<file path="config.mk">
export PLATFORM = sky130hd
export DESIGN_NAME = idct_2d_flat
export DESIGN_NICKNAME = d
export VERILOG_FILES = /design/src/rtl/idct_2d_if.sv /design/src/rtl/idct_2d.sv /design/src/flat_wrapper.sv
export SDC_FILE = /design/constraint.sdc
export NUM_CORES = 2
export LEC_CHECK = 0
export BUFFER_PORTS_ARGS = -buffer_cell sky130_fd_sc_hd__buf_2
export CAP_MARGIN = 10
export CORE_UTILIZATION = 40
export DETAILED_ROUTE_END_ITERATION = 8
export PLACE_DENSITY = 0.57
export SKIP_LAST_GASP = 1
export SYNTH_ARGS = -nofsm -noshare
export SYNTH_HDL_FRONTEND = slang
export SYNTH_SLANG_ARGS = --single-unit
</file>
<file path="constraint.sdc">
create_clock -name clk -period 25.3 [get_ports clk]
set_input_delay 1.265 -clock clk [delete_from_list [all_inputs] [get_ports clk]]
set_output_delay 1.265 -clock clk [all_outputs]
set_load 0.005 [all_outputs]
</file>
<file path="src/rtl/idct_2d_if.sv">
// rtl/idct_2d_if.sv - coefficient load, start and result write bus of idct_2d
interface idct_2d_if;
  logic        rdy;
  logic        en;
  logic [5:0]  iaddr;
  logic [7:0]  idata;
  logic        iwren;
  logic [15:0] mq;
  logic [5:0]  waddr;
  logic [15:0] wdata;
  logic        wwren;

  modport master (input rdy, waddr, wdata, wwren, output en, iaddr, idata, iwren, mq);
  modport slave  (output rdy, waddr, wdata, wwren, input en, iaddr, idata, iwren, mq);
endinterface

</file>
<file path="src/rtl/idct_2d.sv">
// rtl/idct_2d.sv - MPEG-2 intra inverse quantiser and 8x8 2-D IDCT on one MAC
module idct_2d #(
  parameter int CW = 12,
  parameter int KW = 13
) (
  input  logic     clk,
  input  logic     reset_n,
  idct_2d_if.slave bus
);

  typedef enum logic [1:0] {S_IDLE, S_ROW, S_COL, S_CLR} state_t;

  state_t r_state, w_next;

  logic signed [CW-1:0] r_coef [64];
  logic signed [15:0]   r_tmp  [64];
  logic [8:0]           r_cnt;    // {outer index, output index, MAC tap}
  logic signed [31:0]   r_acc;
  logic [5:0]           r_waddr;
  logic [15:0]          r_wdata;
  logic                 r_wwren;

  logic [2:0]           w_oi, w_in, w_k;
  logic                 w_last_mac;
  logic signed [25:0]   w_dq_prod, w_dq_adj, w_dq_div;
  logic signed [CW-1:0] w_dq_sat;
  logic signed [KW-1:0] w_c;
  logic signed [15:0]   w_d;
  logic signed [31:0]   w_prod, w_sum, w_col;
  logic [15:0]          w_row;
  logic signed [8:0]    w_pix;

  // Q12 cosine C[k][n]; the angle (2n+1)k mod 32 is folded onto the first quadrant
  function automatic logic signed [KW-1:0] cos_q12(input logic [2:0] k, input logic [2:0] n);
    logic [4:0]           a;
    logic [4:0]           m;
    logic                 neg;
    logic signed [KW-1:0] mag;
    a = 5'({n, 1'b1} * {2'b00, k});
    if (a <= 5'd8) begin
      m = a;          neg = 1'b0;
    end else if (a <= 5'd16) begin
      m = 5'd16 - a;  neg = 1'b1;
    end else if (a <= 5'd24) begin
      m = a - 5'd16;  neg = 1'b1;
    end else begin
      m = 5'd0 - a;   neg = 1'b0;
    end
    case (m)
      5'd0:    mag = 13'sd2048;
      5'd1:    mag = 13'sd2009;
      5'd2:    mag = 13'sd1892;
      5'd3:    mag = 13'sd1703;
      5'd4:    mag = 13'sd1448;
      5'd5:    mag = 13'sd1138;
      5'd6:    mag = 13'sd784;
      5'd7:    mag = 13'sd400;
      default: mag = 13'sd0;
    endcase
    if (k == 3'd0) begin
      mag = 13'sd1448;
      neg = 1'b0;
    end
    return neg ? -mag : mag;
  endfunction

  assign w_oi       = r_cnt[8:6];
  assign w_in       = r_cnt[5:3];
  assign w_k        = r_cnt[2:0];
  assign w_last_mac = (w_k == 3'd7);

  // dequantise: QF*2*mq/32 truncated toward zero, then clamped to the coefficient range
  assign w_dq_prod = $signed(26'($signed(bus.idata))) * $signed({9'd0, bus.mq, 1'b0});
  assign w_dq_adj  = w_dq_prod + (w_dq_prod[25] ? 26'sd31 : 26'sd0);
  assign w_dq_div  = w_dq_adj >>> 5;
  assign w_dq_sat  = (w_dq_div > 26'sd2047)  ? 12'sd2047 :
                     (w_dq_div < -26'sd2048) ? -12'sd2048 : w_dq_div[CW-1:0];

  // ROW walks coef[8v+u] along a row; COL walks tmp[8v+x] down a column
  assign w_c    = cos_q12(w_k, w_in);
  assign w_d    = (r_state == S_COL) ? r_tmp[{w_k, w_oi}] : 16'(r_coef[{w_oi, w_k}]);
  assign w_prod = $signed(32'(w_c)) * $signed(32'(w_d));
  assign w_sum  = r_acc + w_prod;
  assign w_row  = 16'((w_sum + 32'sd256) >>> 9);
  assign w_col  = (w_sum + 32'sd16384) >>> 15;
  assign w_pix  = (w_col > 32'sd255)  ? 9'sd255 :
                  (w_col < -32'sd256) ? -9'sd256 : w_col[8:0];

  assign bus.rdy   = (r_state == S_IDLE);
  assign bus.waddr = r_waddr;
  assign bus.wdata = r_wdata;
  assign bus.wwren = r_wwren;

  // state register
  always_ff @(posedge clk or negedge reset_n) begin
    if (!reset_n) r_state <= S_IDLE;
    else          r_state <= w_next;
  end

  // next state: both passes are 512 MAC cycles, then one clear cycle
  always_comb begin
    w_next = r_state;
    case (r_state)
      S_IDLE:  if (bus.en) w_next = S_ROW;
      S_ROW:   if (r_cnt == 9'd511) w_next = S_COL;
      S_COL:   if (r_cnt == 9'd511) w_next = S_CLR;
      S_CLR:   w_next = S_IDLE;
      default: w_next = S_IDLE;
    endcase
  end

  // coefficient load, MAC sequencing, intermediate store and result emission
  always_ff @(posedge clk or negedge reset_n) begin
    if (!reset_n) begin
      for (int i = 0; i < 64; i++) begin
        r_coef[i] <= '0;
        r_tmp[i]  <= '0;
      end
      r_cnt   <= '0;
      r_acc   <= '0;
      r_waddr <= '0;
      r_wdata <= '0;
      r_wwren <= 1'b0;
    end else begin
      r_wwren <= 1'b0;
      if (r_state == S_IDLE) begin
        r_cnt <= '0;
        r_acc <= '0;
        if (bus.iwren) r_coef[bus.iaddr] <= w_dq_sat;
      end else if (r_state == S_CLR) begin
        for (int i = 0; i < 64; i++) r_coef[i] <= '0;
        r_cnt <= '0;
      end else begin
        r_cnt <= r_cnt + 9'd1;
        r_acc <= w_last_mac ? 32'sd0 : w_sum;
        if (w_last_mac) begin
          if (r_state == S_ROW) begin
            r_tmp[{w_oi, w_in}] <= w_row;
          end else begin
            r_wwren <= 1'b1;
            r_waddr <= {w_in, w_oi};
            r_wdata <= 16'(w_pix);
          end
        end
      end
    end
  end

endmodule

</file>
<file path="src/flat_wrapper.sv">
// flat-port wrapper written by rule: the top's interface ports become plain ports
module idct_2d_flat 
#(
  parameter int CW = 12,
  parameter int KW = 13
)
  (clk, reset_n, bus_rdy, bus_waddr, bus_wdata, bus_wwren, bus_en, bus_iaddr, bus_idata, bus_iwren, bus_mq);
  idct_2d_if bus_i ();
  input  logic clk;
  input  logic reset_n;
  output wire logic [$bits(bus_i.rdy)-1:0] bus_rdy;
  output wire logic [$bits(bus_i.waddr)-1:0] bus_waddr;
  output wire logic [$bits(bus_i.wdata)-1:0] bus_wdata;
  output wire logic [$bits(bus_i.wwren)-1:0] bus_wwren;
  input wire logic [$bits(bus_i.en)-1:0] bus_en;
  input wire logic [$bits(bus_i.iaddr)-1:0] bus_iaddr;
  input wire logic [$bits(bus_i.idata)-1:0] bus_idata;
  input wire logic [$bits(bus_i.iwren)-1:0] bus_iwren;
  input wire logic [$bits(bus_i.mq)-1:0] bus_mq;
  assign bus_rdy = bus_i.rdy;
  assign bus_waddr = bus_i.waddr;
  assign bus_wdata = bus_i.wdata;
  assign bus_wwren = bus_i.wwren;
  assign bus_i.en = bus_en;
  assign bus_i.iaddr = bus_iaddr;
  assign bus_i.idata = bus_idata;
  assign bus_i.iwren = bus_iwren;
  assign bus_i.mq = bus_mq;
  idct_2d #(.CW(CW), .KW(KW)) u_core (.clk(clk), .reset_n(reset_n), .bus(bus_i));
endmodule
</file>
After elaboration in Yosys (flattened, before gate mapping)
Memory sizes are Yosys's and may differ from the RTL's.
Cells that the tools add are included.

storage, ports and cells
  register bits after elaboration = 1851
  bits in latches = 0
  memory bits (writable) = 0
  ROM bits = 96
  input port bits = 34
  memories = 1

operators by class
  $add $sub $neg = 9
  $mul = 3
  div/mod/pow operators = 0
  $lt $le $gt $ge = 13
  eq/ne operators = 10
  shift-type cells = 0
  muxes and demuxes = 44
  bitwise logic cells = 7
  reductions and logical operators = 10

memories
  memory            words  bits a word  read ports  clocked after Yosys merged registers in  wr ports  line           text
  (name not given)  8      12           1           0                                        0         idct_2d.sv:49  case (m)

operators with widths
  operator                count
  $mux 768                3
  $bwmux 1024             1
  $bwmux 768              1
  $bmux 16 s6             1
  $demux 16 s6            1
  $mux 32                 3
  $bmux 12 s6             1
  $demux 12 s6            1
  $mux 16                 4
  $mux 12                 5
  $mux 13                 3
  $mux 9                  4
  $add 32x16->32 const B  1
  $add 32x29->32          1
  $mul 13x16->29          1
  $ge 7x7->1 const B      4
  $not 6->7               4
  $add 26x6->26           1
  $add 25x10->25 const B  1
  $mul 8x17->25           1
  $gt 21x12->1 const B    1
  $lt 21x12->1 const B    1
  $mux 5                  4
  $gt 17x9->1 const B     1
  27 further kinds        47

Depth between registers and ports, before layout
  word-level depth = 16
  gate-level depth with buffers = 59
  mapped depth without buffers = 48

Worst setup path before layout
OpenSTA, ideal clock, no wires.

  path kind = reg-to-reg
  start = register u_core.r_cnt[0]
  end = register u_core.r_wdata[0], in the netlist u_core.bus.wdata[0]
  library setup time = 65 ps
  arrival time = 12764 ps
  path slack = 12470 ps
  stages on the path, launching flop included = 57
  buffers on the path = 11
  clock period less this slack = 12830 ps
  path through = dfrtp_1 > buf_4 > buf_4 > buf_4 > buf_4 > buf_4 > buf_4 > buf_4 > buf_2 > buf_1 > nand2_1 > fa_1 > inv_1 > ha_1 > inv_1 > fa_1 > xor2_1 > xnor3_1 > [21 not listed] > inv_1 > fa_1 > inv_1 > ha_1 > nor2b_1 > a211oi_2 > or3_1 > nand2_1 > ha_1 > and4_1 > and4_1 > buf_2 > nand4_1 > or3_1 > and3b_1 > a31o_1 > a31oi_4 > o22a_1

between the ends
  cells in the longest elaborated chain, start to end = 16
  elaborated cells on any way between the ends = 39

ends and longest elaborated chain
  item                                             line            text
  from (decl)                                      idct_2d.sv:17   logic [8:0] r_cnt;
  from (signal assigned)                           idct_2d.sv:134  r_cnt <= r_cnt + 9'd1;
  $mul 4x3->5                                      idct_2d.sv:39   a = 5'({n, 1'b1} * {2'b00, k});
  $sub 1x5->5, or another cell as far along        idct_2d.sv:47   m = 5'd0 - a; neg = 1'b0;
  $mux 5                                           idct_2d.sv:44   end else if (a <= 5'd24) begin
  $mux 5                                           idct_2d.sv:42   end else if (a <= 5'd16) begin
  $mux 5                                           idct_2d.sv:40   if (a <= 5'd8) begin
  $mem_v2 8x12 or $logic_not 2->1 (tied branches)  n/a
  $mux 13                                          idct_2d.sv:49
  $mux 13                                          idct_2d.sv:60   if (k == 3'd0) begin
  $neg 13->13                                      idct_2d.sv:64   return neg ? -mag : mag;
  $mux 13                                          idct_2d.sv:64
  $mul 13x16->29                                   idct_2d.sv:82   assign w_prod = $signed(32'(w_c)) * $signed(32'(w_d));
  $add 32x29->32                                   idct_2d.sv:83   assign w_sum = r_acc + w_prod;
  $add 32x16->32                                   idct_2d.sv:85   assign w_col = (w_sum + 32'sd16384) >>> 15;
  $lt 17x9->1                                      idct_2d.sv:87   (w_col < -32'sd256) ? -9'sd256 : w_col[8:0];
  $mux 9                                           idct_2d.sv:87
  $mux 9                                           idct_2d.sv:86   assign w_pix = (w_col > 32'sd255) ? 9'sd255 :
  to (signal assigned)                             idct_2d.sv:142  r_wdata <= 16'(w_pix);
  to (decl)                                        idct_2d.sv:20   logic [15:0] r_wdata;

Several ways; a longest one is shown, not always the timed one. The select of a mux whose other input is x is not followed.
A chain may end at the register's enable or synchronous reset.

Final worst setup path
  start = register u_core.r_cnt[8]
  end = register u_core.r_tmp[207] in the netlist's numbering

between the ends
  cells in the longest elaborated chain, start to end = 9
  elaborated cells on any way between the ends = 19

ends and longest elaborated chain
  item                                                                    line            text
  $not 6->7 (not written as such)                                         idct_2d.sv:81   assign w_d = (r_state == S_COL) ? r_tmp[{w_k, w_oi}] : 16'(r_coef[{w_oi, w_k}]);
  $bmux 12 s6 or $bmux 16 s6 (tied branches)                              idct_2d.sv:81
  $mux 12 (not written as such) or $mux 16 (tied branches) (2 in series)  idct_2d.sv:81
  $mux 16                                                                 idct_2d.sv:81
  $mul 13x16->29                                                          idct_2d.sv:82
  $add 32x29->32                                                          idct_2d.sv:83
  $add 25x10->25                                                          idct_2d.sv:84   assign w_row = 16'((w_sum + 32'sd256) >>> 9);
  $bwmux 1024 *                                                           idct_2d.sv:138  r_tmp[{w_oi, w_in}] <= w_row;
  to (signal, indexed assignment)                                         idct_2d.sv:138
  to (decl)                                                               idct_2d.sv:16   logic signed [15:0] r_tmp [64];

Mark *: on every way between the ends. The rest lies on a longest branch, timed or not. The select of a mux whose other input is x is not followed.

==> impl_metrics.toml <==
[run_status]
status = "complete, no violations"

[logic_synthesis]
synth_area_leader_cell = "dfrtp_1"
synth.avg_cell_area_um2 = 10.5
seq_area_frac_synth = 0.478
ys_ff_latch = 1851
synth_top_area_share = 0.478
ys_types = 94
synthesis.area_um2 = 96900
synth-warning-count = 0
synthCells = 9188
synth_edf_count = 0
postSynth.asyncResetShare = 1.00
synth-main-ff-cell = "dfrtp_1"
synth_nets = 9726
yosys-top-cells-area = "dfrtp_1 48%, a22o_1 7.1%, fa_1 6.9%, nand2_1 6.2%, o21ai_0 6.0%"

[clocking]
clk_pin_slew_ps = 60
worstSkewPairLatency_ps = 880
cts_tree = "built"
htree_num_levels = 4
hold_buffers = 0
cts_max_path_buffers = 3
cts_setup_buffers = 0
cts_inserted_buffers = 193
ctsRootBufferMaster = "clkbuf_16"
cts_resized = 0
cts_sinks = 1851

[detailed_routing]
wl_per_cell_um = 26.6
wirelength_um = 324000
postRouteAntennaNets = 0
firstDrtPassIters = 6
viasPerCell = 5.98
drc_errors = 0
dr.first_iter.drc_count = 7282
vias = 72800

[floorplanning]
ioPinCount = 58
rows = 180
die_h_um = 494
die_w_um = 494
core-area_um2 = 241000
fp.dieArea_um2 = 244000
start_util = 0.403

[sta]
finalWorstPathRequiredPeriod_ps = 13850
slew-limit-headroom = 0.0539
tns_ps = 0
hold_viol_final = 0
fmax_ghz = 0.0722
tightestPinTransition_ps = 1420
finalMaxSlewViolations = 0
rsz0062_at_grt = "no"
fin_crit_sh = 0.547
finClkSkew_ps = 46.2
finalSetupViolCount = 0

[cells_and_area]
syn_to_final_growth_pct = 9.84
final_cells = 12200
nets = 9369
drive_gt1_frac = 0.116

[grt]
grt_pass1_vias = 73600
grt_start_max_net_pins = 183
track_usage = 0.266
antenna_found_initial = 9
overflow = 0
grt_pass1_wl_um = 489000

[critical_path]
required_ps = 25990
critPathArrivalTime_ps = 14540
critPathLaunchType = "flop"
crit_slowest_cell = "o21ai_0"
crit_path_max_fanout = 86
critPathKind = "flop to flop"
end_kind = "flop"
cp_common_cell = "fa_1"
max_stage_delay_ps = 1030

[job]
maxCapViolCount = 0

[power]
power_density_nw_per_um2 = 136
peakVddDrop_mv = 0.514
p_leak_nw = 48.2
p_total_mw = 14.4

[placement]
place_congestion = 0.899
port_buffers = 57
place_inst = 11800
hpwl_um = 202000

[worst_hold_path]
hp-class = "primary input to asynchronous set/reset pin"
## cells in the mapped netlist (28+ instances only)
cell,count
nand2b_1,37
inv_1,414
buf_6,35
mux2_2,99
fa_1,335
nand2_1,1595
nor2b_1,45
a22o_1,788
nor2_1,315
and2_1,120
xor2_1,28
a21oi_1,160
mux4_2,252
buf_4,32
buf_1,34
dfrtp_1,1851
o21ai_1,50
o221ai_1,35
nand3_1,54
clkbuf_1,612
ha_1,169
mux2i_1,96
a22oi_1,42
nor3_1,62
o22ai_1,169
o211ai_1,38
xnor2_1,59
buf_2,113
o21ai_0,1157
## layer usage
| layer | vias up | wire, um | track usage |
|---|---|---|---|
| li1 | 31600 | - | - |
| met1 | 37400 | 137000 | 0.365 |
| met2 | 3152 | 148000 | 0.415 |
| met3 | 604 | 25200 | 0.0507 |
| met4 | 6 | 14100 | 0.108 |
| met5 | - | 41 | 0 |
## cell families after synthesis
family	synth area share
adders and majority gates	0.0911
DFF	0.478
xor gates and xnor gates	0.00843
muxes	0.0800
AOI/OAI and AO/OA	0.187
and+or+nand+nor	0.101
buffers and inverters	0.0536
## cell type report
type / count / area, um^2
Fill cell: 22500 / 134000
Sequential cell: 1851 / 46300
Multi-Input combinational cell: 6093 / 45700
Clock buffer: 274 / 5560
Tap cell: 3185 / 3990
Timing Repair Buffer: 274 / 2070
Inverter: 418 / 1570
Clock inverter: 81 / 1140
Antenna cell: 3 / 7.51
## per-stage QoR
step	setup WS (ps)	area [um^2]	hold slack (ps)	util
2_1_floorplan	12470	96900	440	-
3_3_place_gp	12120	99600	453	0.414
3_5_place_dp	12040	99600	462	0.414
4_1_cts	11850	106000	450	0.442
5_1_grt	11300	106000	491	0.442
6_report	11450	106000	420	0.442
## state kept, by name, summed over array words and instances (netlist names)
register          cells
u_core.r_tmp       1024
u_core.r_coef       768
u_core.r_acc         32
u_core.bus.wdata      9
u_core.r_cnt          9
u_core.bus.waddr      6
u_core.r_state        2
u_core.bus.wwren      1
## path summary, 6_finish.rpt
kind,endpoint,depth (start not counted),slack (ps),start
max in group asynchronous,u_core.r_tmp[465]$_DFFE_PN0P_,5,20830,reset_n
min reg2reg,u_core.r_tmp[168]$_DFFE_PN0P_,2,470,u_core.r_tmp[168]$_DFFE_PN0P_
min,u_core.r_coef[23]$_DFFE_PN0P_,1,420,reset_n
min in group clk,u_core.r_tmp[168]$_DFFE_PN0P_,2,470,u_core.r_tmp[168]$_DFFE_PN0P_
max reg2reg,u_core.r_tmp[207]$_DFFE_PN0P_,37,11450,u_core.r_cnt[8]$_DFF_PN0_
max,u_core.r_tmp[207]$_DFFE_PN0P_,37,11450,u_core.r_cnt[8]$_DFF_PN0_
## power breakdown
group	switching, mW	leakage, nW	total (mW)	internal (mW)
Combinational	6.33	19.1	8.28	1.95
Clock	1.28	3.29	3.01	1.73
Sequential	0.0833	25.8	3.15	3.07
Total	7.69	48.2	14.4	6.75
## worst max-delay path, delay by kind of cell (launching register included)
family	cells	cell delay [ps]
buffers and inverters	8	2930
AND/OR/NAND/NOR	11	2790
XOR/XNOR	1	130
adder cells (fa/ha/maj)	8	3320
AO/OA/AOI/OAI	9	3410
flip-flops	1	830
## placed cells by master, fill, tap and decap left out, drive strengths merged, types with 161 or more instances in the layout
| cell type | n |
|---|---|
| a22o | 788 |
| o21ai | 1213 |
| inv | 419 |
| nor2 | 315 |
| buf | 274 |
| o22ai | 169 |
| nand2 | 1595 |
| fa | 335 |
| clkbuf | 274 |
| a21oi | 161 |
| dfrtp | 1851 |
| ha | 169 |
| mux4 | 252 |
Note: power is estimated with default switching activity, not from simulation.
